<file path="src/rtl/switch_sequencer_if.sv">
// Bundle of the sequencer's control and status signals.
// master: side that drives enable/switch_i_c/count_in/green minutes and
//         observes interval/restart/lights/phase/error.
// slave : the sequencer itself.
interface switch_sequencer_if;
    logic        enable;
    logic        switch_i_c;
    logic [20:0] count_in;
    logic [15:0] green_a_min;
    logic [15:0] green_b_min;
    logic [15:0] interval;
    logic        restart;
    logic [2:0]  light_a;
    logic [2:0]  light_b;
    logic [2:0]  phase;
    logic        error;

    modport master (
        output enable, switch_i_c, count_in, green_a_min, green_b_min,
        input  interval, restart, light_a, light_b, phase, error
    );

    modport slave (
        input  enable, switch_i_c, count_in, green_a_min, green_b_min,
        output interval, restart, light_a, light_b, phase, error
    );
endinterface

</file>
<file path="src/rtl/switch_sequencer.sv">
// Two-road traffic light sequencer.
// Cycles A_GREEN -> A_YELLOW -> RED_AB -> B_GREEN -> B_YELLOW -> RED_BA.
// Green ends on a rising edge of switch_i_c; yellow and all-red are timed
// by a 4-bit phase timer. Entering a green state pulses restart and loads
// that road's green minutes into interval for the external counter.
// Ports:
//   clock  - sole clock, rising edge
//   reset  - synchronous active-high reset, priority over enable
//   bus    - switch_sequencer_if.slave (enable, switch_i_c, count_in,
//            green_a_min, green_b_min in; interval, restart, light_a,
//            light_b, phase, error out)
// Optional feature: define SWITCH_SEQ_WATCHDOG_EN to enable the green
// watchdog (count_in >= 60*interval forces yellow and sets sticky error).
module switch_sequencer #(
    parameter int unsigned YELLOW_SEC  = 4,
    parameter int unsigned ALL_RED_SEC = 1
) (
    input  logic               clock,
    input  logic               reset,
    switch_sequencer_if.slave  bus
);

    typedef enum logic [2:0] {
        A_GREEN  = 3'd0,
        A_YELLOW = 3'd1,
        RED_AB   = 3'd2,
        B_GREEN  = 3'd3,
        B_YELLOW = 3'd4,
        RED_BA   = 3'd5
    } state_t;

    localparam logic [3:0] YELLOW_LAST  = 4'(YELLOW_SEC - 1);
    localparam logic [3:0] ALL_RED_LAST = 4'(ALL_RED_SEC - 1);

    state_t      state_q, state_d;
    logic [3:0]  timer_q, timer_d;
    logic        sw_q, sw_d;
    logic [15:0] interval_q, interval_d;
    logic        restart_q, restart_d;
    logic        sw_edge;
    logic        wd_hit;
    logic [15:0] green_a_val;
    logic [15:0] green_b_val;

`ifdef SWITCH_SEQ_WATCHDOG_EN
    logic        error_q, error_d;
    logic [21:0] wd_limit;
`endif

    // A zero-minute green would stall the counter, so it is promoted to 1.
    assign green_a_val = (bus.green_a_min == '0) ? 16'd1 : bus.green_a_min;
    assign green_b_val = (bus.green_b_min == '0) ? 16'd1 : bus.green_b_min;

    assign sw_edge = bus.switch_i_c & ~sw_q;

`ifdef SWITCH_SEQ_WATCHDOG_EN
    // 16-bit minutes times 60 fits exactly in 22 bits.
    assign wd_limit = {6'd0, interval_q} * 22'd60;
    assign wd_hit   = ({1'b0, bus.count_in} >= wd_limit) & ~sw_edge;
`else
    assign wd_hit   = 1'b0;
`endif

    always_comb begin
        state_d    = state_q;
        timer_d    = timer_q;
        sw_d       = sw_q;
        interval_d = interval_q;
        restart_d  = 1'b0;
`ifdef SWITCH_SEQ_WATCHDOG_EN
        error_d    = error_q;
`endif
        if (bus.enable) begin
            sw_d = bus.switch_i_c;
            case (state_q)
                A_GREEN, B_GREEN: begin
                    if (sw_edge | wd_hit) begin
                        state_d = (state_q == A_GREEN) ? A_YELLOW : B_YELLOW;
                        timer_d = '0;
`ifdef SWITCH_SEQ_WATCHDOG_EN
                        if (wd_hit) error_d = 1'b1;
`endif
                    end
                end
                A_YELLOW, B_YELLOW: begin
                    if (timer_q == YELLOW_LAST) begin
                        state_d = (state_q == A_YELLOW) ? RED_AB : RED_BA;
                        timer_d = '0;
                    end else begin
                        timer_d = timer_q + 4'd1;
                    end
                end
                RED_AB: begin
                    if (timer_q == ALL_RED_LAST) begin
                        state_d    = B_GREEN;
                        timer_d    = '0;
                        restart_d  = 1'b1;
                        interval_d = green_b_val;
                    end else begin
                        timer_d = timer_q + 4'd1;
                    end
                end
                RED_BA: begin
                    if (timer_q == ALL_RED_LAST) begin
                        state_d    = A_GREEN;
                        timer_d    = '0;
                        restart_d  = 1'b1;
                        interval_d = green_a_val;
                    end else begin
                        timer_d = timer_q + 4'd1;
                    end
                end
                default: begin
                    // Unused codes recover into A_GREEN as a normal green entry.
                    state_d    = A_GREEN;
                    timer_d    = '0;
                    restart_d  = 1'b1;
                    interval_d = green_a_val;
                end
            endcase
        end
    end

    always_ff @(posedge clock) begin
        if (reset) begin
            state_q    <= A_GREEN;
            timer_q    <= '0;
            sw_q       <= 1'b0;
            interval_q <= green_a_val;
            restart_q  <= 1'b0;
`ifdef SWITCH_SEQ_WATCHDOG_EN
            error_q    <= 1'b0;
`endif
        end else begin
            state_q    <= state_d;
            timer_q    <= timer_d;
            sw_q       <= sw_d;
            interval_q <= interval_d;
            restart_q  <= restart_d;
`ifdef SWITCH_SEQ_WATCHDOG_EN
            error_q    <= error_d;
`endif
        end
    end

    always_comb begin
        bus.light_a = 3'b100;
        bus.light_b = 3'b100;
        case (state_q)
            A_GREEN:  begin bus.light_a = 3'b001; bus.light_b = 3'b100; end
            A_YELLOW: begin bus.light_a = 3'b010; bus.light_b = 3'b100; end
            B_GREEN:  begin bus.light_a = 3'b100; bus.light_b = 3'b001; end
            B_YELLOW: begin bus.light_a = 3'b100; bus.light_b = 3'b010; end
            default:  begin bus.light_a = 3'b100; bus.light_b = 3'b100; end
        endcase
    end

    assign bus.phase    = state_q;
    assign bus.interval = interval_q;
    assign bus.restart  = restart_q;
`ifdef SWITCH_SEQ_WATCHDOG_EN
    assign bus.error    = error_q;
`else
    assign bus.error    = 1'b0;
`endif

endmodule

</file>
<file path="src/flat_wrapper.sv">
// flat-port wrapper written by rule: the top's interface ports become plain ports
module switch_sequencer_flat 
#(
    parameter int unsigned YELLOW_SEC  = 4,
    parameter int unsigned ALL_RED_SEC = 1
)
  (clock, reset, bus_enable, bus_switch_i_c, bus_count_in, bus_green_a_min, bus_green_b_min, bus_interval, bus_restart, bus_light_a, bus_light_b, bus_phase, bus_error);
  switch_sequencer_if bus_i ();
  input  logic clock;
  input  logic reset;
  input wire logic [$bits(bus_i.enable)-1:0] bus_enable;
  input wire logic [$bits(bus_i.switch_i_c)-1:0] bus_switch_i_c;
  input wire logic [$bits(bus_i.count_in)-1:0] bus_count_in;
  input wire logic [$bits(bus_i.green_a_min)-1:0] bus_green_a_min;
  input wire logic [$bits(bus_i.green_b_min)-1:0] bus_green_b_min;
  output wire logic [$bits(bus_i.interval)-1:0] bus_interval;
  output wire logic [$bits(bus_i.restart)-1:0] bus_restart;
  output wire logic [$bits(bus_i.light_a)-1:0] bus_light_a;
  output wire logic [$bits(bus_i.light_b)-1:0] bus_light_b;
  output wire logic [$bits(bus_i.phase)-1:0] bus_phase;
  output wire logic [$bits(bus_i.error)-1:0] bus_error;
  assign bus_i.enable = bus_enable;
  assign bus_i.switch_i_c = bus_switch_i_c;
  assign bus_i.count_in = bus_count_in;
  assign bus_i.green_a_min = bus_green_a_min;
  assign bus_i.green_b_min = bus_green_b_min;
  assign bus_interval = bus_i.interval;
  assign bus_restart = bus_i.restart;
  assign bus_light_a = bus_i.light_a;
  assign bus_light_b = bus_i.light_b;
  assign bus_phase = bus_i.phase;
  assign bus_error = bus_i.error;
  switch_sequencer #(.YELLOW_SEC(YELLOW_SEC), .ALL_RED_SEC(ALL_RED_SEC)) u_core (.clock(clock), .reset(reset), .bus(bus_i));
endmodule
</file>
<file path="config.mk">
export PLATFORM = sky130hd
export DESIGN_NAME = switch_sequencer_flat
export DESIGN_NICKNAME = d
export VERILOG_FILES = /design/src/rtl/switch_sequencer_if.sv /design/src/rtl/switch_sequencer.sv /design/src/flat_wrapper.sv
export SDC_FILE = /design/constraint.sdc
export NUM_CORES = 1
export LEC_CHECK = 0
export BUFFER_PORTS_ARGS = -buffer_cell sky130_fd_sc_hd__clkbuf_2
export CAP_MARGIN = 20
export CORE_AREA = 8 8 77 79
export CTS_CLUSTER_DIAMETER = 80
export CTS_CLUSTER_SIZE = 30
export DETAILED_ROUTE_END_ITERATION = 10
export DIE_AREA = 0 0 85 87
export PLACE_DENSITY = 0.63
export RECOVER_POWER = 100
export SYNTH_ARGS = -nofsm -noshare
export SYNTH_HDL_FRONTEND = slang
export SYNTH_SLANG_ARGS = --single-unit
</file>
<file path="constraint.sdc">
create_clock -name clock -period 2.3 [get_ports clock]
set_input_delay 0.115 -clock clock [delete_from_list [all_inputs] [get_ports clock]]
set_output_delay 0.115 -clock clock [all_outputs]
set_load 0.01 [all_outputs]
</file>
==> results.sh <==
export IMPL_powerDensity_mw_per_mm2=965
export IMPL_ys_types=45
export IMPL_ys_warnings_count=0
export IMPL_crit_required_ps=2260
export IMPL_finalHoldViolCount=0
export IMPL_track_usage_pct=10.6
export IMPL_clockBufferDepth=2
export IMPL_start_kind="flip-flop"
export IMPL_post_cts_buffers=0
export IMPL_yosysSeqAreaShare_pct=48.2
export IMPL_synth_cells=122
export IMPL_routed_wl_um=3960
export IMPL_antenna_found_initial=0
export IMPL_cts_hold_buf=0
export IMPL_grt_pass1_wl_um=6360
export IMPL_cp_data_arrival_time_ps=1950
export IMPL_diodes=0
export IMPL_num_vias=1286
export IMPL_outcome="complete, no violations"
export IMPL_ys_async_sr_fraction_pct=0
export IMPL_cts_resized=0
export IMPL_yosys_area_top_type_share_pct=35.1
export IMPL_layout_drive_gt1_share_pct=28.9
export IMPL_place_hpwl_um=3220
export IMPL_wl_per_cell_um=16.3
export IMPL_tns_ps=0
export IMPL_htreeDepth=1
export IMPL_p_leak_nw=0.726
export IMPL_portBuffers=61
export IMPL_critPathMaxFanout=16
export IMPL_synth_top_cell_by_area="edfxtp_1"
export IMPL_fill_cells=499
export IMPL_slew_headroom_pct=48.2
export IMPL_fmax_mhz=504
export IMPL_yosysMostFrequentCell="edfxtp_1"
export IMPL_cts_root_buf="clkbuf_8"
export IMPL_rows=26
export IMPL_timing_final_max_slew_violations=0
export IMPL_rsz0062_at_grt="false"
export IMPL_irDropWorstVdd_mv=0.414
export IMPL_seqCellArea_um2=661
export IMPL_dieHeight_um=87
export IMPL_avgSynthCellArea_um2=11.2
export IMPL_ant_nets=0
export IMPL_firstDrtPassIters=4
export IMPL_worst_clock_skew_ps=6.51
export IMPL_synth_top_flop_cell="edfxtp_1"
export IMPL_worst_slew_pin_transition_ps=774
export IMPL_fin_crit_sh_pct=86.2
export IMPL_ys_top_cells_by_area="edfxtp_1, dfxtp_1, a22o_1"
export IMPL_placed_area_mm2=0.00176
export IMPL_fin_area_mm2=0.00176
export IMPL_cts_tree="done"
export IMPL_multi_input_area_um2=633
export IMPL_die_area_mm2=0.00740
export IMPL_grt_pass1_vias=1343
export IMPL_clk_latency_ps=270
export IMPL_overflow=0
export IMPL_fp_dieW_um=85
export IMPL_finalNetCount=247
export IMPL_synth_seq_cells=25
export IMPL_drtIter0Drc=45
export IMPL_grt_max_degree=17
export IMPL_io_pin_count=84
export IMPL_synthesis_area_mm2=0.00137
export IMPL_worst_setup_path_type="reg2reg"
export IMPL_final_setup_viol_count=0
export IMPL_synth_common_cells="edfxtp_1, a22o_1, dfxtp_1, nor4_1"
export IMPL_min_path_type="in2reg"
export IMPL_core_mm2=0.00485
export IMPL_cts_buffers=3
export IMPL_start_util_pct=28.3
export IMPL_critPathCaptureType="flip-flop"
export IMPL_clk_pin_slew_ps=100
export IMPL_numClockSinks=25
export IMPL_avgViaCountPerCell=5.29
export IMPL_cap_viol_max_count=0
export IMPL_synth_edf_count=16
export IMPL_fin_crit_ps=1980
export IMPL_p_total_mw=1.69
export IMPL_globalplace_congestion=0.756
export IMPL_syn_nets=181
export IMPL_post_route_drc_count=0
export IMPL_syn_to_final_growth_pct=28.1
## cells in the final DEF (no fill, tap or decap), types with 5 or more instances in the layout
| cell type | n |
|---|---|
| buf_4 | 5 |
| inv_1 | 6 |
| nand2_1 | 6 |
| dfxtp_1 | 9 |
| edfxtp_1 | 16 |
| nor4_1 | 8 |
| a22o_1 | 14 |
| clkbuf_1 | 26 |
| clkbuf_2 | 37 |
| nor2_1 | 7 |
## registers in the layout (all words and copies together) (netlist names)
| name | flops |
|---|---|
| u_core.bus.interval | 16 |
| u_core.bus.phase | 3 |
| u_core.bus.restart | 1 |
| u_core.sw_q | 1 |
| u_core.timer_q | 4 |
## final timing paths
check / slack (ps) / cells after the start / start / end
hold reg to reg: 500 / 2 / u_core.timer_q[1] / u_core.timer_q[1]
setup reg to reg: 320 / 7 / u_core.timer_q[0] / u_core.bus.interval[5]
hold / removal: 100 / 3 / bus_switch_i_c / u_core.sw_q
setup / recovery: 320 / 7 / u_core.timer_q[0] / u_core.bus.interval[5]
## power by group
| group | switching, mW | total (mW) | internal (mW) |
|---|---|---|---|
| sequential | 0.0794 | 0.662 | 0.582 |
| clock | 0.146 | 0.269 | 0.123 |
| combinational | 0.451 | 0.764 | 0.312 |
## worst max-delay path, stage by stage (launching register included)
cell and delay (ps):
dfxtp_1 350, inv_1 80, ha_1 150, nor3b_1 510, a22o_1 220, nand2_1 70
nand2_1 70, buf_4 230
## metrics by stage
| step | setup slack (ps) | std cells | utilization [%] | hold WS (ps) |
|---|---|---|---|---|
| detailed placement | 327 | 239 | 36.2 | 395 |
| global placement | 363 | 239 | 36.2 | 368 |
| floorplan | 387 | 122 | - | 252 |
| CTS | 294 | 243 | 37.2 | 104 |
| global route | 156 | 243 | 36.2 | 121 |
| finish | 317 | 243 | 36.2 | 98.7 |
## metal layers
metal | routed length [µm] | part of all wire (%) | track usage [%] | vias up
li1 | - | - | - | 608
met1 | 1760 | 44 | 12.5 | 601
met2 | 1740 | 44 | 17.7 | 75
met3 | 449 | 11 | 4.15 | 2
met4 | 7 | 0.18 | 1.94 | 0
met5 | 0 | 0 | 0 | -
## cell type report
type	count	share of cell area, %
flip-flops and latches	25	37.6
inverters	6	1.28
clock inverters	1	0.428
repair buffers	68	18.2
clock buffers	3	2.35
well taps	56	3.99
multi-input cells	84	36.1
## cell families after synthesis
logic type / count (synthesis) / share of synthesized area (%)
and+or+nand+nor: 39 / 19.2
AOI/OAI and AO/OA: 36 / 21.4
DFF: 25 / 48.2
buffers and inverters: 13 / 4.66
muxes: 4 / 3.20
adders and majority gates: 2 / 1.83
xor gates and xnor gates: 2 / 1.28
other: 1 / 0.274
Note: power is estimated with default switching activity, not from simulation.
